===== src/rtl/motor_pwm_driver.sv =====
// Two-channel H-bridge PWM generator: shared period counter, boundary-aligned duty updates and
// dead-time protected direction changes. Define SOFT_START_EN to ramp duty after each dead time.
module motor_pwm_driver #(
    parameter int PERIOD      = 1000,
    parameter int DEAD_CYCLES = 50,
    parameter int RAMP_STEP   = 10
) (
    input  logic        clk,
    input  logic        rst,
    input  logic [1:0]  directie_driverA,
    input  logic [1:0]  directie_driverB,
    input  logic [11:0] factor_dc_driverA,
    input  logic [11:0] factor_dc_driverB,
    output logic        in1_a,
    output logic        in2_a,
    output logic        pwm_a,
    output logic        in1_b,
    output logic        in2_b,
    output logic        pwm_b,
    output logic        busy_a,
    output logic        busy_b,
    output logic        period_start
);

`ifdef SOFT_START_EN
    localparam bit SOFT_START = 1'b1;
`else
    localparam bit SOFT_START = 1'b0;
`endif

    localparam int CW  = (PERIOD > 1) ? $clog2(PERIOD) : 1;
    localparam int DW  = $clog2(PERIOD + 1);
    localparam int DCW = (DEAD_CYCLES > 1) ? $clog2(DEAD_CYCLES) : 1;
    localparam logic [CW-1:0]  CNT_LAST  = CW'(PERIOD - 1);
    localparam logic [DCW-1:0] DEAD_LOAD = DCW'(DEAD_CYCLES - 1);
    localparam logic [DW-1:0]  DUTY_FULL = DW'(PERIOD);

    typedef enum logic {ST_RUN, ST_DEAD} state_t;

    logic [1:0][1:0]  dir_raw;
    logic [1:0][11:0] factor_raw;
    logic [1:0]       in1_vec, in2_vec, pwm_vec, busy_vec;
    logic [CW-1:0]    cnt_reg, cnt_next;
    logic             period_start_reg;

    // Index 0 is channel A, index 1 is channel B.
    assign dir_raw    = {directie_driverB, directie_driverA};
    assign factor_raw = {factor_dc_driverB, factor_dc_driverA};

    always_comb cnt_next = (cnt_reg == CNT_LAST) ? '0 : cnt_reg + CW'(1);

    always_ff @(posedge clk or posedge rst) begin
        if (rst) begin
            cnt_reg          <= '0;
            period_start_reg <= 1'b0;
        end else begin
            cnt_reg          <= cnt_next;
            period_start_reg <= (cnt_next == '0);
        end
    end

    generate
        for (genvar gi = 0; gi < 2; gi++) begin : g_chan
            state_t         state_reg, state_next;
            logic [1:0]     dir_reg, dir_q_reg, dir_q_next, dir_lat_reg, dir_lat_next;
            logic [11:0]    factor_reg;
            logic [DCW-1:0] dead_cnt_reg, dead_cnt_next;
            logic [DW-1:0]  duty_q_reg, duty_q_next, duty_eff;
            logic           enter_run, compare;
            logic           in1_reg, in1_next, in2_reg, in2_next;
            logic           pwm_reg, pwm_next, busy_reg, busy_next;

            assign duty_eff = (int'(factor_reg) >= PERIOD) ? DUTY_FULL : DW'(factor_reg);

            always_ff @(posedge clk or posedge rst) begin
                if (rst) begin
                    dir_reg      <= 2'b11;
                    factor_reg   <= '0;
                    state_reg    <= ST_RUN;
                    dir_q_reg    <= 2'b11;
                    dir_lat_reg  <= 2'b11;
                    dead_cnt_reg <= '0;
                    duty_q_reg   <= '0;
                    in1_reg      <= 1'b0;
                    in2_reg      <= 1'b0;
                    pwm_reg      <= 1'b0;
                    busy_reg     <= 1'b0;
                end else begin
                    dir_reg      <= dir_raw[gi];
                    factor_reg   <= factor_raw[gi];
                    state_reg    <= state_next;
                    dir_q_reg    <= dir_q_next;
                    dir_lat_reg  <= dir_lat_next;
                    dead_cnt_reg <= dead_cnt_next;
                    duty_q_reg   <= duty_q_next;
                    in1_reg      <= in1_next;
                    in2_reg      <= in2_next;
                    pwm_reg      <= pwm_next;
                    busy_reg     <= busy_next;
                end
            end

            always_comb begin
                state_next    = state_reg;
                dir_q_next    = dir_q_reg;
                dir_lat_next  = dir_lat_reg;
                dead_cnt_next = dead_cnt_reg;
                duty_q_next   = duty_q_reg;
                enter_run     = 1'b0;
                in1_next      = 1'b0;
                in2_next      = 1'b0;
                pwm_next      = 1'b0;
                busy_next     = 1'b0;

                case (state_reg)
                    ST_RUN: begin
                        if (dir_reg != dir_q_reg) begin
                            state_next    = ST_DEAD;
                            dir_lat_next  = dir_reg;
                            dead_cnt_next = DEAD_LOAD;
                        end
                    end
                    default: begin
                        // A newer code restarts the full dead time.
                        if (dir_reg != dir_lat_reg) begin
                            dir_lat_next  = dir_reg;
                            dead_cnt_next = DEAD_LOAD;
                        end else if (dead_cnt_reg == '0) begin
                            state_next = ST_RUN;
                            dir_q_next = dir_lat_reg;
                            enter_run  = 1'b1;
                        end else begin
                            dead_cnt_next = dead_cnt_reg - DCW'(1);
                        end
                    end
                endcase

                // Duty changes only at the wrap so a running pulse is never cut or stretched.
                if (cnt_reg == CNT_LAST) begin
                    if (!SOFT_START) begin
                        duty_q_next = duty_eff;
                    end else if (duty_eff > duty_q_reg) begin
                        duty_q_next = (int'(duty_eff - duty_q_reg) > RAMP_STEP) ?
                                      duty_q_reg + DW'(RAMP_STEP) : duty_eff;
                    end else begin
                        duty_q_next = (int'(duty_q_reg - duty_eff) > RAMP_STEP) ?
                                      duty_q_reg - DW'(RAMP_STEP) : duty_eff;
                    end
                end
                if (SOFT_START && enter_run) begin
                    duty_q_next = '0;
                end

                // Outputs are derived from next-state values so they line up with cnt.
                compare = (DW'(cnt_next) < duty_q_next);
                if (state_next == ST_DEAD) begin
                    busy_next = 1'b1;
                end else begin
                    case (dir_q_next)
                        2'b01: begin
                            in1_next = 1'b1;
                            pwm_next = compare;
                        end
                        2'b10: begin
                            in2_next = 1'b1;
                            pwm_next = compare;
                        end
                        2'b00: begin
                            in1_next = 1'b1;
                            in2_next = 1'b1;
                            pwm_next = 1'b1;
                        end
                        default: ;
                    endcase
                end
            end

            assign in1_vec[gi]  = in1_reg;
            assign in2_vec[gi]  = in2_reg;
            assign pwm_vec[gi]  = pwm_reg;
            assign busy_vec[gi] = busy_reg;
        end
    endgenerate

    assign in1_a        = in1_vec[0];
    assign in2_a        = in2_vec[0];
    assign pwm_a        = pwm_vec[0];
    assign busy_a       = busy_vec[0];
    assign in1_b        = in1_vec[1];
    assign in2_b        = in2_vec[1];
    assign pwm_b        = pwm_vec[1];
    assign busy_b       = busy_vec[1];
    assign period_start = period_start_reg;

endmodule


===== config.mk =====
export PLATFORM = sky130hd
export DESIGN_NAME = motor_pwm_driver
export DESIGN_NICKNAME = d
export VERILOG_FILES = /design/src/rtl/motor_pwm_driver.sv
export SDC_FILE = /design/constraint.sdc
export NUM_CORES = 1
export LEC_CHECK = 0
export BUFFER_PORTS_ARGS = -buffer_cell sky130_fd_sc_hd__buf_2
export CAP_MARGIN = 15
export CORE_MARGIN = 2
export CORE_UTILIZATION = 45
export DETAILED_ROUTE_END_ITERATION = 10
export SYNTH_ARGS = -nofsm -noshare
export SYNTH_HDL_FRONTEND = slang
export SYNTH_SLANG_ARGS = --single-unit

===== constraint.sdc =====
create_clock -name clk -period 6.5 [get_ports clk]
set_clock_uncertainty 0.1 [all_clocks]
set_input_delay 1.3 -clock clk [delete_from_list [all_inputs] [get_ports clk]]
set_output_delay 1.3 -clock clk [all_outputs]
set_load 0.02 [all_outputs]

==> results of run 1 <==
## logic make-up after synthesis
group,count (synthesis)
flops,87
xor+xnor,18
mux,6
buf+inv,40
fa+ha+maj,29
compound gates,72
simple gates,112
## path summary, 6_finish.rpt
check	startpoint	to	slack, ps	cells after the start
min reg2reg	g_chan[1].factor_reg[1]	g_chan[1].duty_q_reg[1]	390	2
max	cnt_reg[0]	pwm_a	2700	10
max reg2reg	cnt_reg[0]	pwm_a	2700	10
max in group asynchronous	rst	cnt_reg[7]	4370	3
min	g_chan[1].factor_reg[1]	g_chan[1].duty_q_reg[1]	390	2
min in group asynchronous	rst	g_chan[0].dead_cnt_reg[4]	870	2
## Yosys cell counts, drive strengths merged (3+ instances only)
cell	count	share of area [%]
nor3	15	2.0
nand4	3	0.46
ha	29	8.9
dfstp	12	7.7
o31ai	3	0.55
mux2i	4	0.98
nor2	42	4.1
nor4	3	1.2
a22oi	6	1.1
inv	32	3.0
and2	6	0.92
a31oi	7	1.1
o211ai	3	0.55
o21ai	10	1.3
a21oi	13	1.6
and4	3	0.65
buf	6	0.86
xnor2	8	1.7
and3	6	0.92
nand3	8	1.3
a21o	11	2.0
nand2	12	1.1
o41ai	3	0.83
dfrtp	75	46
xor2	10	2.2
## routing by layer
| layer | GRT usage, % | wire (um) | vias to the layer above |
|---|---|---|---|
| met4 | 6.533 | 63 | 0 |
| met2 | 24.48 | 3285 | 45 |
| li1 | - | - | 1369 |
| met5 | 0 | 0 | - |
| met1 | 22.11 | 3419 | 1295 |
| met3 | 3.514 | 296 | 6 |
## critical path, stage by stage (launching register included)
cell,delay [ps]
dfrtp_1,420
ha_1,300
and4_1,350
and3_1,880
nor2_1,250
ha_1,370
a21oi_1,150
nor2_1,50
o41ai_1,400
o2111ai_1,200
a211oi_1,230
## layout make-up
class	instances	area (um^2)	area share (%)
inverter	32	121.4	2.644
tap	108	135.1	2.944
clock buffer	9	123.9	2.699
timing repair buffer	39	197.7	4.308
clock inverter	7	102.6	2.236
sequential	87	2192	47.76
multi-input combinational	237	1717	37.40
## metrics by stage
step / setup slack [ps] / power [mW] / std cells
2_1_floorplan: 2870 / 0.6175 / 364
3_3_place_gp: 2833 / 0.6362 / 503
3_5_place_dp: 2653 / 0.6386 / 503
4_1_cts: 2627 / 1.064 / 519
5_1_grt: 2247 / 1.100 / 519
6_report: 2699 / 1.047 / 519
## power groups by stage
stage                     Combinational (mW)  Clock (mW)  Sequential (mW)
after detailed placement              0.0564           0            0.582
after global routing                  0.0639       0.461            0.575
after global placement                0.0545           0            0.582
final                                 0.0545       0.421            0.571
after CTS                             0.0565       0.436            0.572
after floorplan                       0.0387           0            0.579
==> metrics, run 1 <==
total grt overflow 0; routability cong. 0.8392; status complete, no violations; Final Core Density 52.37%; antenna-violating nets left 0; H-tree Lvls 3; Clock Root Buffer clkbuf_8; worst slew pin tran 1032 ps; vias in the first global route 2,753; post-synthesis sequential area ratio 53.84%; most frequent cells in the layout dfrtp_1, nor2_1, buf_2; CP startpoint kind register; relative slew slack 31.23%; Pwr Density 228.1 nW/um^2; largest net degree at the start of global routing 56; ys async rst share 100.0%; num rows 34; CTS tree done; Mapped Avg Cell Area 11.19 um^2; Netlist cell types 56; diode count 0; ys flop type dfrtp_1; die area 9825 um^2; Hold Fails Final Rpt 0; Synth Area in Adders 8.912%; Via density 5.231; Int Power 0.8042 mW; clock network fraction of total power 40.2%; first-pass GRT wire length 12.65 mm; Synth Area in Compound Gates 12.29%; antenna violations before repair 0; final slew viol count 0; switching part of the total 23.20%; most common cell after layout, fill and taps aside dfrtp_1; Seq cells post-synth 87; final hold slack 394.7 ps; crit-path max FO 31; post-synthesis mux area share 1.537%; Post-CTS Setup Inserts 0; Remaining DRCs 0; crit path capture type register; WL/cell 13.61 um; Max Cap Viol 0; area grow syn2layout 12.72%; initial drt markers 159; Post-Syn Area 4071 um^2; DR pass1 iterations 4; post_cts resized 0; Min-Delay Path Class reg -> reg; Final period util 58.48%; largest family of logic cells by synthesized area simple AND/OR/NAND/NOR gates; clk slew on worst S/H paths 90 ps; core area 8763 um^2; initial core utilization 46.46%; post-layout min period 3801 ps; Clock Sinks 87; routed vias 2,715; clock latency on the worst-skew pair 350 ps; Total Routing Usage GR 15.95%; I/O pins 39; placed cell areas 4363 um^2; die span in y 99.12 um; Num CTS Buffers 9; Peak supply drop 0.0001382 V; post-synthesis instance total 364; register share of total power 54.6%; Syn Nets 423; required time worst endpoint 6660 ps; Final nets 465; final wirelength 7.064 mm; hold_buf cts 0; Post-Synth XOR/XNOR Area 3.872%; max reg flops 24; share of cells above drive strength 1 19.95%; Setup violations, final 0; critical path type reg -> reg; CP Data Arrival Time 3960 ps; Port Buffers 38; Clock Path Buffers 2; Die Width 99.12 um; net switching power figure 0.2429 mW; final instance area 4589 um^2; Setup TNS Final 0 ps; post-DP HPWL 5.253 mm; Comb power frac 5.2%; fillcell total 808; synth warn 0; unrepaired setup endpoints after global routing no; Peak Freq 0.2631 GHz; P_leak 2.249 nW; EDFF count, synth 0; Synth Area in Simple Gates 15.55%
Note: power is estimated with default switching activity, not from simulation.
==> run 2, diff against run 1 <==
Clock period 6.5 ns to 3.5 ns, I/O delays scaled along.
==> run 2 against run 1 <==
Net effect:
- via count is 0.55% higher
- die area is the same
- largest cell class unchanged
- design area is essentially flat
- power increased by 76%
- highest routed layer unchanged
- clock power increased by 61%
- critical path depth increased by 2
- routed wire length is 3.9% higher
- first-iteration DRC count decreased by 19%
==> metrics, run 2 (synthesis results as in run 1) <==
I/O pins 39 (unchanged); DR pass1 iterations 4 (unchanged); routed vias 2,730 (+0.55%); Final period util 92.86% (+34 points); Remaining DRCs 0 (unchanged); clock latency on the worst-skew pair 350 ps (about the same); final hold slack 284.3 ps (-110.4 ps); initial drt markers 128 (-19%); CP Data Arrival Time 3400 ps (-560 ps); WL/cell 14.06 um (+3.3%); share of cells above drive strength 1 20.05% (+0.097 points); CP startpoint kind register; Reg area 2192 um^2 (unchanged); first-pass GRT wire length 12.68 mm (+0.28%); largest net degree at the start of global routing 54 (-3.6%); status complete, no violations; Peak supply drop 0.0002168 V (+57%); Min-Delay Path Class in -> async; Pwr Density 401.4 nW/um^2 (+76%); fillcell total 769 (-4.8%); critical path type reg -> reg; CTS tree done; post-DP HPWL 5.388 mm (+2.6%); Total Routing Usage GR 16.27% (+0.32 points); max reg flops 24 (unchanged); final wirelength 7.341 mm (+3.9%); Clock Sinks 87 (unchanged); total grt overflow 0 (unchanged); hold_buf cts 0 (unchanged); Setup violations, final 0 (unchanged); Die Width 99.12 um (unchanged); Num CTS Buffers 9 (unchanged); die span in y 99.12 um (unchanged); num rows 34 (unchanged); Port Buffers 38 (unchanged); diode count 0 (unchanged); area of the multi-input gates 1718 um^2 (about the same); clk slew on worst S/H paths 90 ps (about the same); required time worst endpoint 3650 ps (-3010 ps); Clock Root Buffer clkbuf_8; initial core utilization 46.46% (unchanged); Final nets 468 (+0.65%); routability cong. 0.7958 (-5.2%); Power Total 1.843 mW (+76%); Peak Freq 0.3077 GHz (+17%); most common cell after layout, fill and taps aside dfrtp_1; relative slew slack 52.62% (+21 points); core area 8763 um^2 (unchanged); Via density 5.230 (about the same); crit path capture type register; vias in the first global route 2,647 (-3.9%); die area 9825 um^2 (unchanged); P_leak 2.252 nW (+0.12%); worst slew pin tran 706.9 ps (-324.6 ps); post-layout min period 3250 ps (-550.9 ps); final slew viol count 0 (unchanged); crit-path max FO 10 (-68%); most frequent cells in the layout dfrtp_1, nor2_1, buf_2; antenna-violating nets left 0 (unchanged); H-tree Lvls 3 (unchanged); antenna violations before repair 0 (unchanged); area grow syn2layout 12.75% (about the same); Max Cap Viol 0 (unchanged); Hold Fails Final Rpt 0 (unchanged); Clock Path Buffers 2 (unchanged)
run 2: path summary, 6_finish.rpt:
path	from	to	slack (ps)	cells after the start
hold / removal	rst	g_chan[1].dead_cnt_reg[4]	280	2
min in group clk	directie_driverB[1]	g_chan[1].dir_reg[1]	330	1
setup / recovery	cnt_reg[0]	pwm_b	250	12
setup reg to reg	cnt_reg[0]	pwm_b	250	12
hold reg to reg	g_chan[1].factor_reg[2]	g_chan[1].duty_q_reg[2]	390	2
max in group asynchronous	rst	g_chan[1].dir_q_reg[0]	2290	3
run 2: routing by layer:
metal / GRT usage, % / wire length [um] / vias up
met5: 0 / 0 / -
met4: 7.060 / 112 / 0
met3: 3.373 / 286 / 9
met2: 23.91 / 3337 / 56
met1: 23.48 / 3604 / 1294
li1: - / - / 1371
run 2: area by class of cell:
cell class              count  share of cell area [%]
inverters                  32                   2.644
repair buffers             42                   5.069
well taps                 108                   2.944
clock buffers              13                   3.243
multi-input cells         237                   37.42
flip-flops and latches     87                   47.75
clock inverters             3                  0.9267
run 2: stage by stage:
step | instance area (um^2) | util (%) | TNS (ps) | setup slack, ps | cells
floorplan | 4071 | - | 0 | 469.7 | 364
global placement | 4398 | 50.19 | 0 | 289.7 | 506
detailed placement | 4398 | 50.19 | 0 | 189.7 | 506
CTS | 4589 | 52.37 | 0 | 141.7 | 522
global route | 4591 | 52.38 | -10.61 | -10.61 | 522
finish | 4591 | 52.38 | 0 | 249.9 | 522
run 2: timing repair:
item | CTS | global route
setup buffers | 0 | 0
resized for setup | 0 | 1
setup endpoints to repair | 0 | 2
run 2: power breakdown:
part | switching [mW] | total [mW] | internal (mW)
registers | 0.0249 | 1.06 | 1.04
clock network | 0.329 | 0.678 | 0.349
logic | 0.0567 | 0.103 | 0.0462
total | 0.410 | 1.84 | 1.43
run 2: worst max-delay path, stage by stage, from the launching register on:
cell and delay (ps):
dfrtp_1 390, ha_1 310, and4_1 250, buf_4 150
nand3_4 170, nor4_4 420, inv_1 100, o22ai_1 170
ha_1 270, a21oi_1 130, o21ai_0 110, a221o_1 370
o41ai_2 200
==> run 3, diff against run 2 <==
Clock period 3.5 ns to 3.1 ns, I/O delays scaled along.
==> run 3 against run 2 <==
Net effect:
- critical path type unchanged
- sequential share of layout area is 0.67 points lower
- cell count is 1.5% higher
- non-clock buffer count is 8 higher
- via count is 0.37% higher
- global-route usage is 0.40 points lower
- worst setup slack worse by 95 ps
- critical endpoint is now pwm_a
- critical path depth is 3 lower
==> metrics, run 3 (synthesis results as in run 1) <==
clock latency on the worst-skew pair 350 ps (about the same); required time worst endpoint 3270 ps (-380 ps); crit-path max cell delay 450 ps (+30 ps); Die Width 99.12 um (unchanged); max reg flops 24 (unchanged); status complete, no violations; Remaining DRCs 0 (unchanged); worst slew pin tran 659.2 ps (-47.71 ps); relative slew slack 55.81% (+3.2 points); die area 9825 um^2 (unchanged); CP max-delay cell dfrtp_1; routability cong. 0.8075 (+1.5%); share of cells above drive strength 1 23.46% (+3.4 points); R2R Path Start cnt_reg[3]; Min-Delay Path Class in -> async; Cell Count Post-Placement 513 (+1.4%); initial core utilization 46.46% (unchanged); worst reg2reg setup slack 160 ps (-90 ps); unrepaired setup endpoints after global routing no; antenna violations before repair 0 (unchanged); clk slew on worst S/H paths 90 ps (about the same); final wirelength 7.340 mm (about the same); WL/cell 13.85 um (-1.5%); largest net degree at the start of global routing 43 (-20%); post-layout min period 2945 ps (-305.3 ps); first-pass GRT wire length 12.41 mm (-2.1%); Peak supply drop 0.0002297 V (+6.0%); Hold Fails Final Rpt 0 (unchanged); worst path cell trace and2_1 > and2_1 > and3_1 > o22a_1 > ha_1 > a22o_1 > o41ai_4 > o2111ai_2 > a211oi_2; crit path capture type register; clock network fraction of total power 34.7% (-2.1 points); Crit path top cell by count and2_1; Max Cap Viol 0 (unchanged); diode count 0 (unchanged); Setup WS pre-CTS 95.40 ps (-94.30 ps); fillcell total 799 (+3.9%); Peak Freq 0.3396 GHz (+10%); area grow syn2layout 14.41%; Total Routing Usage GR 15.87% (-0.40 points); CTS tree done; most frequent cells in the layout dfrtp_1, nor2_1, buf_2; Final period util 94.99% (+2.1 points); Clock Sinks 87 (unchanged); Setup TNS Final 0 ps (unchanged); P_leak 2.276 nW (+1.1%); Num CTS Buffers 9 (unchanged); total grt overflow 0 (unchanged); CP startpoint kind register; switching part of the total 24.83% (+2.6 points); crit-path max FO 6 (-4); Final nets 476 (+1.7%); Int Power 1.514 mW (+5.7%); Setup violations, final 0 (unchanged); Via density 5.170 (-1.1%); Setup WS post-layout 155.2 ps (-94.73 ps); initial drt markers 116 (-9.4%); CP Data Arrival Time 3110 ps (-290 ps); Final Non-Filler Cells 530 (+1.5%); most common cell after layout, fill and taps aside dfrtp_1; worst reg2reg path depth 9 (-3); Clock Root Buffer clkbuf_8; H-tree Lvls 3 (unchanged); crit path from cnt_reg[3]; Pwr Density 432.3 nW/um^2 (+7.7%); Port Buffers 38 (unchanged); antenna-violating nets left 0 (unchanged); end of the critical path pwm_a; Comb power frac 5.8% (+0.2 points); RR Endpoint pwm_a; register share of total power 59.5% (+1.9 points); final slew viol count 0 (unchanged); critical path type reg -> reg; die span in y 99.12 um (unchanged); DR pass1 iterations 4 (unchanged); post-DP HPWL 5.434 mm (+0.87%); Clock Path Buffers 2 (unchanged); num rows 34 (unchanged); routed vias 2,740 (+0.37%); net switching power figure 0.4999 mW (+22%); I/O pins 39 (unchanged); vias in the first global route 2,616 (-1.2%); core area 8763 um^2 (unchanged)
[run 3: timing repair]
item	in CTS	in global routing
setup endpoints to repair	0	1
setup buffers	0	1
hold buffers	0	0
resized for setup	0	9
[run 3: power by group through the flow]
stage	Combinational, mW	Clock, mW	Sequential, mW
2_1_floorplan	0.0811	0	1.21
3_3_place_gp	0.117	0	1.22
3_5_place_dp	0.121	0	1.22
4_1_cts	0.121	0.725	1.20
5_1_grt	0.136	0.777	1.20
6_report	0.117	0.699	1.20
[run 3: stage by stage]
step	area, um^2	hold WS [ps]	power, mW	util [%]
floorplan	4071	341.4	1.295	-
global route	4658	45.28	2.117	53.16
CTS	4611	39.57	2.044	52.61
detailed placement	4438	363.9	1.341	50.64
finish	4658	46.96	2.014	53.16
global placement	4438	360.8	1.337	50.64
[run 3: final cells by class]
cell class / count / area, um^2 / share of cell area (%)
sequential: 87 / 2193 / 47.09
multi-input combinational: 237 / 1755 / 37.68
timing repair buffer: 50 / 280.3 / 6.017
tap: 108 / 135.1 / 2.901
clock buffer: 9 / 123.9 / 2.659
inverter: 32 / 121.4 / 2.605
clock inverter: 7 / 48.80 / 1.048
[run 3: how the worst min path moves through the flow]
stage                             from                         to  slack (ps)
3_3_place_gp   g_chan[0].duty_q_reg[0]    g_chan[0].duty_q_reg[0]         360
4_1_cts                            rst  g_chan[1].dead_cnt_reg[4]          40
5_1_grt                            rst  g_chan[1].dead_cnt_reg[5]          50
6_report                           rst  g_chan[1].dead_cnt_reg[4]          50
3_5_place_dp   g_chan[0].duty_q_reg[0]    g_chan[0].duty_q_reg[0]         360
2_1_floorplan  g_chan[0].duty_q_reg[0]    g_chan[0].duty_q_reg[0]         340
[run 3: layer usage]
layer | vias to the layer above | wire length (um) | GRT usage (%) | share of wire [%]
met5 | - | 0 | 0 | 0
met4 | 0 | 76 | 5.901 | 1.0
li1 | 1390 | - | - | -
met2 | 39 | 3391 | 24.43 | 46
met3 | 7 | 227 | 3.162 | 3.1
met1 | 1304 | 3645 | 22.43 | 50
[run 3: worst max-delay path: cells and delay by family, from the launching register on]
family | cells | cell delay (ps)
AOI/OAI and AO/OA | 5 | 1320
adders and majority gates | 1 | 370
and+or+nand+nor | 3 | 640
DFF | 1 | 450
